**src/rtl/led_timer_pkg.sv**
```systemverilog
// ---------------------------------------------------------------------------
// led_timer_pkg
// Shared types and constants for the LED shift timer:
//   state_t   - control FSM states (IDLE, RUN, PAUSE)
//   DIR_*     - shift direction encodings for the dir input
//   MODE_*    - sweep mode encodings for the mode input
// ---------------------------------------------------------------------------
package led_timer_pkg;

    typedef enum logic [1:0] {
        IDLE  = 2'd0,
        RUN   = 2'd1,
        PAUSE = 2'd2
    } state_t;

    localparam logic DIR_UP   = 1'b0;  // bit i -> i+1
    localparam logic DIR_DOWN = 1'b1;  // bit i -> i-1

    localparam logic MODE_ROT = 1'b0;  // wrap around at the ends
    localparam logic MODE_PP  = 1'b1;  // bounce at the ends

endpackage

```
**src/rtl/btn_edge.sv**
```systemverilog
// ---------------------------------------------------------------------------
// btn_edge
// Rising-edge detector for a synchronous level input. The history register
// resets to 1 so that a level already high when reset is released does not
// produce an edge.
// Ports:
//   clk    in  1  system clock
//   rst_n  in  1  asynchronous active-low reset
//   level  in  1  synchronous level input
//   rise   out 1  high in the cycle where level is 1 and was 0 one cycle ago
// ---------------------------------------------------------------------------
module btn_edge (
    input  logic clk,
    input  logic rst_n,
    input  logic level,
    output logic rise
);

    logic level_q_r;

    // History register: previous-cycle value of the level input.
    always_ff @(posedge clk or negedge rst_n) begin
        if (!rst_n) begin
            level_q_r <= 1'b1;
        end else begin
            level_q_r <= level;
        end
    end

    assign rise = level & ~level_q_r;

endmodule

```
**src/rtl/led_shift_timer.sv**
```systemverilog
// ---------------------------------------------------------------------------
// led_shift_timer
// A single lit LED steps across WIDTH outputs once per programmable period,
// with start / pause / single-step control, direction and speed selects.
//
// Optional feature macro: LED_PINGPONG_EN
//   defined   - mode=1 makes the lit LED bounce at the ends instead of wrapping
//   undefined - mode is ignored, pattern always rotates
//
// Parameters:
//   WIDTH   number of LEDs (>= 2)
//   PERIOD  clk cycles per step at speed=0 (>= 8)
//   CNT_W   period counter width, 2^CNT_W > PERIOD
// Ports:
//   clk          in   1      system clock
//   rst_n        in   1      asynchronous active-low reset
//   start        in   1      level; rising edge starts / resumes
//   pause        in   1      level; rising edge pauses
//   step         in   1      level; rising edge steps once (IDLE/PAUSE only)
//   dir          in   1      0: toward MSB, 1: toward LSB
//   speed        in   2      effective period = PERIOD >> speed
//   mode         in   1      0: rotate, 1: ping-pong
//   pattern_out  out  WIDTH  one-hot LED pattern
//   tick         out  1      pulse in the cycle a new pattern first appears
//   running      out  1      high while in RUN
// ---------------------------------------------------------------------------
module led_shift_timer
    import led_timer_pkg::*;
#(
    parameter int WIDTH  = 21,
    parameter int PERIOD = 20_000_000,
    parameter int CNT_W  = 26
) (
    input  logic             clk,
    input  logic             rst_n,
    input  logic             start,
    input  logic             pause,
    input  logic             step,
    input  logic             dir,
    input  logic [1:0]       speed,
    input  logic             mode,
    output logic [WIDTH-1:0] pattern_out,
    output logic             tick,
    output logic             running
);

    localparam logic [CNT_W-1:0] PERIOD_C = CNT_W'(PERIOD);

    // Rotate the pattern one position in direction d.
    function automatic logic [WIDTH-1:0] shift_pat(input logic [WIDTH-1:0] p,
                                                   input logic             d);
        logic [WIDTH-1:0] r;
        if (d == DIR_UP) begin
            r = {p[WIDTH-2:0], p[WIDTH-1]};
        end else begin
            r = {p[0], p[WIDTH-1:1]};
        end
        return r;
    endfunction

    // ------------------------------------------------------------------
    // Input edge detectors
    // ------------------------------------------------------------------
    logic start_rise_s;
    logic pause_rise_s;
    logic step_rise_s;

    btn_edge u_start_edge (
        .clk   (clk),
        .rst_n (rst_n),
        .level (start),
        .rise  (start_rise_s)
    );

    btn_edge u_pause_edge (
        .clk   (clk),
        .rst_n (rst_n),
        .level (pause),
        .rise  (pause_rise_s)
    );

    btn_edge u_step_edge (
        .clk   (clk),
        .rst_n (rst_n),
        .level (step),
        .rise  (step_rise_s)
    );

    // ------------------------------------------------------------------
    // State
    // ------------------------------------------------------------------
    state_t           state_r;
    state_t           state_nxt;
    logic [CNT_W-1:0] cnt_r;
    logic [CNT_W-1:0] cnt_nxt;
    logic [WIDTH-1:0] pattern_r;
    logic [WIDTH-1:0] pattern_nxt;
    logic             tick_r;
    logic             running_r;

    logic [CNT_W-1:0] period_s;
    logic             period_done_s;
    logic             do_shift_s;
    logic [WIDTH-1:0] shifted_s;

    assign period_s      = PERIOD_C >> speed;
    assign period_done_s = (cnt_r >= (period_s - CNT_W'(1)));

    // Next-state logic; a pause edge always wins over a start edge.
    always_comb begin
        state_nxt = state_r;
        case (state_r)
            IDLE: begin
                if (pause_rise_s) begin
                    state_nxt = IDLE;
                end else if (start_rise_s) begin
                    state_nxt = RUN;
                end else begin
                    state_nxt = IDLE;
                end
            end
            RUN: begin
                if (pause_rise_s) begin
                    state_nxt = PAUSE;
                end else begin
                    state_nxt = RUN;
                end
            end
            PAUSE: begin
                if (pause_rise_s) begin
                    state_nxt = PAUSE;
                end else if (start_rise_s) begin
                    state_nxt = RUN;
                end else begin
                    state_nxt = PAUSE;
                end
            end
            default: begin
                state_nxt = IDLE;
            end
        endcase
    end

    // Period counter and shift request.
    // In RUN a due step is deferred by one cycle while tick is still high:
    // this keeps tick a single-cycle pulse when P=1, and when a manual step
    // and a resume coincide with a counter already at its limit.
    always_comb begin
        cnt_nxt    = cnt_r;
        do_shift_s = 1'b0;
        case (state_r)
            IDLE: begin
                if (start_rise_s && !pause_rise_s) begin
                    cnt_nxt = '0;
                end else begin
                    cnt_nxt = cnt_r;
                end
                do_shift_s = step_rise_s;
            end
            RUN: begin
                if (pause_rise_s) begin
                    cnt_nxt = cnt_r;
                end else if (period_done_s && !tick_r) begin
                    cnt_nxt    = '0;
                    do_shift_s = 1'b1;
                end else if (period_done_s) begin
                    cnt_nxt = cnt_r;
                end else begin
                    cnt_nxt = cnt_r + CNT_W'(1);
                end
            end
            PAUSE: begin
                cnt_nxt    = cnt_r;
                do_shift_s = step_rise_s;
            end
            default: begin
                cnt_nxt    = '0;
                do_shift_s = 1'b0;
            end
        endcase
    end

`ifdef LED_PINGPONG_EN
    logic sweep_r;
    logic sweep_nxt;
    logic dir_raw_s;
    logic flip_pre_s;
    logic dir_eff_s;
    logic flip_post_s;

    // True when the lit bit already sits at the end it would move toward.
    function automatic logic at_end(input logic [WIDTH-1:0] p, input logic d);
        logic r;
        if (d == DIR_UP) begin
            r = p[WIDTH-1];
        end else begin
            r = p[0];
        end
        return r;
    endfunction

    // Ping-pong shift. If the bit is already at the end (mode just switched
    // on there) the direction reverses before moving, so no wrap can occur;
    // landing on an end arms sweep so the following step reverses.
    always_comb begin
        dir_raw_s   = dir ^ sweep_r;
        flip_pre_s  = at_end(pattern_r, dir_raw_s);
        dir_eff_s   = dir_raw_s ^ flip_pre_s;
        shifted_s   = shift_pat(pattern_r, dir);
        flip_post_s = 1'b0;
        sweep_nxt   = sweep_r;
        if (mode == MODE_PP) begin
            shifted_s   = shift_pat(pattern_r, dir_eff_s);
            flip_post_s = at_end(shifted_s, dir_eff_s);
            if (do_shift_s) begin
                sweep_nxt = sweep_r ^ flip_pre_s ^ flip_post_s;
            end else begin
                sweep_nxt = sweep_r;
            end
        end else begin
            sweep_nxt = 1'b0;
        end
    end

    // Sweep direction register.
    always_ff @(posedge clk or negedge rst_n) begin
        if (!rst_n) begin
            sweep_r <= 1'b0;
        end else begin
            sweep_r <= sweep_nxt;
        end
    end
`else
    logic unused_mode_s;
    assign unused_mode_s = mode;

    // Plain rotation in the requested direction.
    always_comb begin
        shifted_s = shift_pat(pattern_r, dir);
    end
`endif

    // Pattern update selection.
    always_comb begin
        if (do_shift_s) begin
            pattern_nxt = shifted_s;
        end else begin
            pattern_nxt = pattern_r;
        end
    end

    // State, counter, pattern and output registers.
    always_ff @(posedge clk or negedge rst_n) begin
        if (!rst_n) begin
            state_r   <= IDLE;
            cnt_r     <= '0;
            pattern_r <= WIDTH'(1);
            tick_r    <= 1'b0;
            running_r <= 1'b0;
        end else begin
            state_r   <= state_nxt;
            cnt_r     <= cnt_nxt;
            pattern_r <= pattern_nxt;
            tick_r    <= do_shift_s;
            running_r <= (state_nxt == RUN);
        end
    end

    assign pattern_out = pattern_r;
    assign tick        = tick_r;
    assign running     = running_r;

endmodule

```
**config.mk**
```make
export PLATFORM = sky130hd
export DESIGN_NAME = led_shift_timer
export DESIGN_NICKNAME = d
export VERILOG_FILES = /design/src/rtl/led_timer_pkg.sv /design/src/rtl/btn_edge.sv /design/src/rtl/led_shift_timer.sv
export SDC_FILE = /design/constraint.sdc
export NUM_CORES = 1
export LEC_CHECK = 0
export CORE_ASPECT_RATIO = 0.5
export CORE_UTILIZATION = 49
export CTS_CLUSTER_DIAMETER = 150
export DETAILED_ROUTE_END_ITERATION = 8
export MAX_ROUTING_LAYER = met4
export PLACE_DENSITY = 0.79
export REMOVE_ABC_BUFFERS = 1
export SLEW_MARGIN = 20
export SYNTH_ARGS = -nofsm -noshare
export SYNTH_HDL_FRONTEND = slang
export SYNTH_SLANG_ARGS = --single-unit
```
**constraint.sdc**
```tcl
create_clock -name clk -period 4.2 [get_ports clk]
set_input_delay 0.84 -clock clk [delete_from_list [all_inputs] [get_ports clk]]
set_output_delay 0.84 -clock clk [all_outputs]
set_load 0.02 [all_outputs]
```
==> results of run 1 <==
logic make-up after synthesis:
kind of cell    share of synthesized area, %
compound gates                          15.6
xor+xnor                               0.254
fa+ha+maj                               11.2
buf+inv                                 4.45
flops                                   39.3
mux                                     13.7
simple gates                            15.5
how the worst max path moves through the flow:
stage,startpoint,end,slack [ns]
global route,speed[0],cnt_r[15]$_DFFE_PN0P_,-0.03
floorplan,speed[1],cnt_r[17]$_DFFE_PN0P_,0.46
detailed placement,speed[0],cnt_r[23]$_DFFE_PN0P_,-0.17
CTS,speed[0],cnt_r[15]$_DFFE_PN0P_,0.08
global placement,speed[0],cnt_r[7]$_DFFE_PN0P_,-0.05
finish,speed[0],cnt_r[15]$_DFFE_PN0P_,0.12
synthesized netlist by cell type, drive strengths merged:
library cell and number:
nand3b 2, o22ai 1, inv 15, xor2 1, nor2b 2, dfrtp 50, nand2b 9, and3 7
o21a 3, dfstp 4, o21ai 9, a311oi 3, ha 31, and2 1, nor4 1, or3 1
nor3b 2, o32ai 1, o31ai 13, buf 7, a211oi 1, and4 2, nand3 13, mux2 42
clkbuf 8, o311ai 1, a2111oi 1, a21oi 29, or4 13, nand4 8, a41oi 1, a31oi 15
nor3 5, nand2 20, a21o 2, nor2 10, o41ai 1
per-stage QoR:
| stage | utilization (%) | hold slack, ns | cells |
|---|---|---|---|
| 3_5_place_dp | 58.3 | 0.527 | 463 |
| 4_1_cts | 60.6 | 0.502 | 471 |
| 2_1_floorplan | - | 0.488 | 320 |
| 3_3_place_gp | 58.3 | 0.526 | 463 |
| 6_report | 60.7 | 0.482 | 471 |
| 5_1_grt | 60.7 | 0.519 | 471 |
routing by layer:
metal,vias up,track usage [%],routed length [um]
met5,-,-,0
met1,1386,25.9,3390
met3,13,3.89,304
li1,1356,-,-
met2,61,39.7,3800
met4,0,7.94,104
power by group through the flow:
stage / clock, uW / sequential, uW / combinational [uW]
floorplan: 0 / 582 / 148
global placement: 0 / 584 / 248
detailed placement: 0 / 586 / 260
CTS: 449 / 575 / 263
global route: 470 / 581 / 293
finish: 440 / 577 / 265
state kept, by name (all words and copies together), names as in the netlist:
name,count
pattern_out,21
u_step_edge.level_q_r,1
u_start_edge.level_q_r,1
tick,1
u_pause_edge.level_q_r,1
cnt_r,26
state_r,2
running,1
cell type report:
cell class	instances	area, um^2
sequential	54	1360
tap	92	115
fill	521	2650
clock inverter	2	16.3
inverter	15	56.3
multi-input combinational	251	1950
timing repair buffer	51	465
clock buffer	6	139
worst max-delay path, delay by kind of cell:
kind | cells | cell delay [ns]
buf+inv | 4 | 0.91
simple gates | 2 | 0.57
fa+ha+maj | 2 | 0.66
compound gates | 5 | 1.29
==> run metrics, run 1 <==
final hold violation count 0; cts-stage hold buffer count 0; unrepaired setup endpoints after global routing yes; Period minus WS final 4.08 ns; CTS tree done; Die Height 61.4 um; post-CTS resize count 0; Seq cells post-synth 54; Hold Crit Class input pin to async pin; most common cell after layout, fill and taps aside dfrtp_1; Worst R2R End cnt_r[15]$_DFFE_PN0P_; data arrival time of the worst path 4.29 ns; clock latency reported for the late side of the worst-skew pair 0.29 ns; clk_skew 0.00733 ns; Placeable Area 6750 um^2; flop2flop setup slack 1.38 ns; Design Power 1280 uW; Max Fclk 0.245 GHz; Gate power share 20.7%; Initial Utilization 51.2%; cell chain of the critical path clkdlybuf4s50_1, inv_1, buf_4, ha_1, inv_1, ha_1, a211oi_1, nor2_1, a2111oi_2, o31ai_1, o21a_4, or4_1, a21oi_1; clock-pin slew on the worst setup and hold paths 0.07 ns; Buffers on Ports 30; Worst path slowest cell clkdlybuf4s50_1; vias in the first global route 2742; leakage power 0.00184 uW; R2R depth 8; final net count 418; Ys Warns 0; Psw 394 uW; Sw Ratio 30.7%; gr usage total 22.2%; outcome completed; Max VDD drop 0.000171 V; Ports 32; critical path type input pin to flop; DR vias 2816; Routability Congestion 0.889; # Post-CTS Setup Buffers 0; Post-DP HPWL 5470 um; critical path data required time 4.41 ns; initial antenna violation count 0; Iteration-0 DRC Markers 158; die area 7410 um^2; CTS Sinks 54; relative slew slack 39.6%; # diodes 0; Startpoint Class input pin; global route overflow 0; share of layout cells above drive strength 1 21.9%; synth top area cells dfrtp_1, mux2_2, ha_1; maxcap violations 0; width of the die 121 um; CTS max path bufs 2; synth unique cells 45; via-per-instance ratio 5.98; dpl cell area 3940 um^2; most frequent cells in the layout dfrtp_1, mux2_2, ha_1; Pwr Density 313 nW/um^2; Final Cycle Share 97.1%; Routed Antenna Nets 0; num rows 21; P_int 888 uW; residual DRC count 0; Mapped Cells 335; final instance area 4100 um^2; first-pass iteration count of the detailed router 4; H-tree Lvls 2; WL per Instance 16.1 um; first-pass GRT wire length 12400 um; Post-Syn Area 3450 um^2; final setup TNS 0 ns; Worst R2R Start cnt_r[17]$_DFFE_PN0P_; max-slew violation count 0; Critical Path End Type flop; Clock Power Share 34.3%; Setup violations, final 0; crit path setup slack, layout 0.120 ns; Synth area leader dfrtp_1; dpl ws -0.169 ns; final wirelength 7600 um; syn_area_per_cell 10.3 um^2; sequential share of the synthesized area 39.3%; CP max FO 25; clock tree root buffer cell clkbuf_16; area added between synthesis and finish 18.7%; Sequential Power Share 45.0%; Max stage delay on crit path 0.56 ns; pin count of the biggest net entering global routing 36; total CTS buffers 5; Least-Margin Pin Slew 0.903 ns; share of the synthesized area in the top cell type 36.2%
(Power assumes the default switching activity.)
==> run 2, diff against run 1 <==
CTS_BUF_LIST = sky130_fd_sc_hd__clkbuf_2   (was not set)
MAX_ROUTING_LAYER = not set   (was met4)
==> run 2 against run 1 <==
- first-iteration DRC count shrank 7.6%
- clock-buffer cell count shrank 1
- setup slack gained 0.21 ns
- core utilization is 1.7 points lower
- clock skew up 0.019 ns
- clock power is 49% lower
- design area decreased by 2.8%
- critical path type unchanged
- highest routed layer unchanged
==> run metrics, run 2 (synthesis gave the netlist of run 1 again) <==
outcome completed; CP top delay family compound AO/OA/AOI/OAI gates; relative slew slack 39.2%; clock-pin slew on the worst setup and hold paths 0.29 ns; pin count of the biggest net entering global routing 36; CP max FO 25; Ports 32; Levels on crit path 13; # Post-CTS Setup Buffers 0; Worst path slowest cell clkdlybuf4s50_1; crit path setup slack, layout 0.325 ns; first-pass GRT wire length 12100 um; CTS Sinks 54; final setup TNS 0 ns; total CTS buffers 5; num rows 21; CTS tree done; residual DRC count 0; gr usage total 21.0%; DR vias 2812; Buffers on Ports 30; maxcap violations 0; critical path data required time 4.64 ns; clock latency reported for the late side of the worst-skew pair 0.48 ns; Largest register FFs 26; via-per-instance ratio 5.97; cts-stage hold buffer count 0; Critical Path End Type flop; width of the die 121 um; vias in the first global route 2662; Buffers & Inverters on Critical Path 4; CTS max path bufs 2; Routed Antenna Nets 0; dpl ws -0.169 ns; clock tree root buffer cell clkbuf_2; Max VDD drop 0.000139 V; Period minus WS final 3.88 ns; cell chain of the critical path clkdlybuf4s50_1, inv_1, buf_4, ha_1, inv_1, ha_1, a211oi_1, nor2_1, a2111oi_2, o31ai_1, o21a_2, or4_1, a21oi_1; most common cell after layout, fill and taps aside dfrtp_1; post-CTS resize count 0; data arrival time of the worst path 4.31 ns; leakage power 0.00180 uW; H-tree Lvls 2; Placeable Area 6750 um^2; Max Fclk 0.258 GHz; final wirelength 7430 um; Critical Path Start speed[0]; Max stage delay on crit path 0.56 ns; Hold Crit Class input pin to async pin; fill count 552; Finished Core Util 59.0%; Worst R2R Start cnt_r[0]$_DFFE_PN0P_; most frequent cells in the layout dfrtp_1, mux2_2, ha_1; share of layout cells above drive strength 1 21.6%; critical path type input pin to flop; Pwr Density 267 nW/um^2; multi-input logic area 1940 um^2; Least-Margin Pin Slew 0.910 ns; R2R depth 9; unrepaired setup endpoints after global routing no; Die Height 61.4 um; sequential cell area 1360 um^2; # diodes 0; Startpoint Class input pin; Top reg by flops cnt_r; area added between synthesis and finish 15.3%; global route overflow 0; die area 7410 um^2; Routability Congestion 0.875; first-pass iteration count of the detailed router 4; Post-DP HPWL 5470 um; Initial Utilization 51.2%; final hold violation count 0; final net count 418; Final Cycle Share 92.3%; WL per Instance 15.8 um; max-slew violation count 0; initial antenna violation count 0; Iteration-0 DRC Markers 146; clk_skew 0.0267 ns; Setup violations, final 0
==> run 2: cell count changes in the layout (fill, tap and decap cells not counted), sizes merged <==
cell    previous run  this run
clkbuf             6         5
clkinv             0         1
==> run 2: layout make-up <==
| cell class | count | share of cell area [%] |
|---|---|---|
| sequential | 54 | 34.1 |
| timing repair buffer | 51 | 11.7 |
| tap | 92 | 2.89 |
| clock buffer | 5 | 0.628 |
| inverter | 15 | 1.41 |
| multi-input combinational | 251 | 48.8 |
| clock inverter | 3 | 0.503 |
==> run 2: final timing paths <==
kind                                          to  slack [ns]
setup / recovery           cnt_r[23]$_DFFE_PN0P_        0.32
hold reg to reg             cnt_r[4]$_DFFE_PN0P_        0.56
setup reg to reg           cnt_r[12]$_DFFE_PN0P_        1.33
hold / removal             cnt_r[21]$_DFFE_PN0P_        0.24
min in group clk            cnt_r[4]$_DFFE_PN0P_        0.56
max in group asynchronous   cnt_r[0]$_DFFE_PN0P_        3.12
==> run 2: metrics by stage <==
stage / hold WS [ns] / cells / total power [uW] / area, um^2
after floorplan: 0.488 / 320 / 730 / 3360
after global placement: 0.526 / 463 / 831 / 3940
final: 0.244 / 471 / 1060 / 3980
after detailed placement: 0.527 / 463 / 846 / 3940
after global routing: 0.231 / 471 / 1120 / 3980
after CTS: 0.246 / 471 / 1070 / 3980
==> run 2: metal layers <==
| metal | GRT usage, % | share of wire (%) | vias to the layer above |
|---|---|---|---|
| li1 | - | - | 1355 |
| met1 | 25.6 | 45 | 1375 |
| met2 | 38.0 | 49 | 68 |
| met3 | 4.44 | 4.4 | 14 |
| met4 | 7.58 | 1.4 | 0 |
| met5 | 0 | 0 | - |
==> run 2: where the power goes <==
group	leakage (uW)	switching, uW	internal [uW]
Combinational	0.00103	161	101
Clock	0.0000270	182	41.4
Sequential	0.000734	30.0	548
==> run 3, diff against run 2 <==
GPL_TIMING_DRIVEN = 0   (was not set)
==> run 3 against run 2 <==
- critical path depth is the same
- clock skew shrank 0.0034 ns
- register-to-register slack lost 0.02 ns
- critical endpoint is now pattern_out[10]$_DFFE_PN0P_
- largest cell class unchanged
- largest power group unchanged
==> run metrics, run 3 (synthesis gave the netlist of run 1 again) <==
dpl ws -0.621 ns; R2R depth 8; H-tree Lvls 2; Post-DP HPWL 5230 um; Worst path slowest cell clkdlybuf4s50_1; most frequent cells in the layout dfrtp_1, mux2_2, ha_1; Routed Antenna Nets 0; most common cell after layout, fill and taps aside dfrtp_1; Die Height 61.4 um; Placeable Area 6750 um^2; share of layout cells above drive strength 1 19.5%; initial antenna violation count 0; Top reg by flops cnt_r; area added between synthesis and finish 14.7%; cell chain of the critical path clkdlybuf4s50_1, inv_1, ha_1, or3_1, ha_1, nand2_1, o21ai_0, nor2b_1, nor2_1, a21oi_2, o32ai_4, buf_12, mux2_2; Max Fclk 0.248 GHz; Finished Core Util 58.7%; Ports 32; Hold Crit Class input pin to async pin; crit path setup slack, layout 0.164 ns; Max stage delay on crit path 0.64 ns; critical path type input pin to flop; fill count 541; data arrival time of the worst path 4.41 ns; clock-pin slew on the worst setup and hold paths 0.30 ns; Max VDD drop 0.000128 V; first-pass iteration count of the detailed router 4; outcome completed; vias in the first global route 2592; WL per Instance 16.9 um; Startpoint Class input pin; Routability Congestion 0.823; first-pass GRT wire length 12500 um; residual DRC count 0; Initial Utilization 51.2%; relative slew slack 37.5%; total CTS buffers 5; Iteration-0 DRC Markers 256; Worst R2R End cnt_r[5]$_DFFE_PN0P_; pin count of the biggest net entering global routing 55; DR vias 2793; critical path data required time 4.57 ns; sequential cell area 1360 um^2; gr usage total 21.7%; multi-input logic area 2010 um^2; flop2flop setup slack 1.31 ns; most used cell, CP ha_1; die area 7410 um^2; maxcap violations 0; clock tree root buffer cell clkbuf_2; Worst R2R Start cnt_r[17]$_DFFE_PN0P_; CTS max path bufs 2; CP max FO 11; CP top delay family buffers and inverters; Largest register FFs 26; Pwr Density 272 nW/um^2; final wirelength 7720 um; via-per-instance ratio 6.13; Least-Margin Pin Slew 0.934 ns; clk_skew 0.0233 ns; final net count 403; num rows 21; Period minus WS final 4.04 ns; # diodes 0; width of the die 121 um; Buffers & Inverters on Critical Path 3; max-slew violation count 0; Setup violations, final 0; final hold violation count 0; global route overflow 0; CTS Sinks 54; Critical Path End Type flop; clock latency reported for the late side of the worst-skew pair 0.46 ns; Final Cycle Share 96.1%; CTS tree done; leakage power 0.00174 uW; Buffers on Ports 30; cts-stage hold buffer count 0
-- run 3: cell count changes in the layout (fill, tap and decap cells not counted), sizes merged --
| cell | before | now |
|---|---|---|
| buf | 22 | 6 |
| clkinv | 1 | 3 |
| clkinvlp | 1 | 0 |
| inv | 16 | 15 |
| o32ai | 1 | 2 |
-- run 3: worst max-delay path by stage --
stage          startpoint                           to  depth (start not counted)
4_1_cts          speed[1]         cnt_r[5]$_DFFE_PN0P_                         13
2_1_floorplan    speed[1]        cnt_r[17]$_DFFE_PN0P_                         12
6_report         speed[1]  pattern_out[10]$_DFFE_PN0P_                         13
5_1_grt          speed[1]   pattern_out[4]$_DFFE_PN0P_                         14
3_5_place_dp     speed[1]   pattern_out[3]$_DFFE_PN0P_                         13
3_3_place_gp     speed[1]         cnt_r[8]$_DFFE_PN0P_                         12
-- run 3: final cells by class --
cell class | count | share of cell area (%)
multi-input cells | 252 | 50.7
well taps | 92 | 2.90
repair buffers | 35 | 9.60
clock buffers | 5 | 0.631
clock inverters | 3 | 0.537
flip-flops and latches | 54 | 34.2
inverters | 15 | 1.42
-- run 3: repair_timing --
action | CTS | global route
buffers inserted | 0 | 3
resized for setup | 2 | 2
gates cloned | 1 | 0
hold endpoints to repair | 0 | 0
setup endpoints to repair | 22 | 45
pin swaps | 1 | 3
-- run 3: power by group --
part | total (uW) | internal (uW) | switching, uW
clock network | 219 | 42.1 | 177
logic | 277 | 103 | 173
registers | 582 | 548 | 34.3
total | 1080 | 693 | 385
-- run 3: through the flow --
step	TNS (ns)	total power [uW]	instance area [um^2]	cells	hold slack, ns
floorplan	0	730	3360	320	0.488
global placement	-25.52	801	3770	442	0.520
detailed placement	-23.81	832	3810	444	0.522
CTS	0	1060	3890	453	0.374
global route	-0.00829	1130	3960	456	0.374
finish	0	1080	3960	456	0.357
-- run 3: layer usage --
layer	GRT usage, %	up-vias	routed length, um
li1	-	1331	-
met1	27.3	1374	3510
met2	38.6	77	3730
met3	4.72	11	407
met4	6.88	0	73
met5	0	-	0
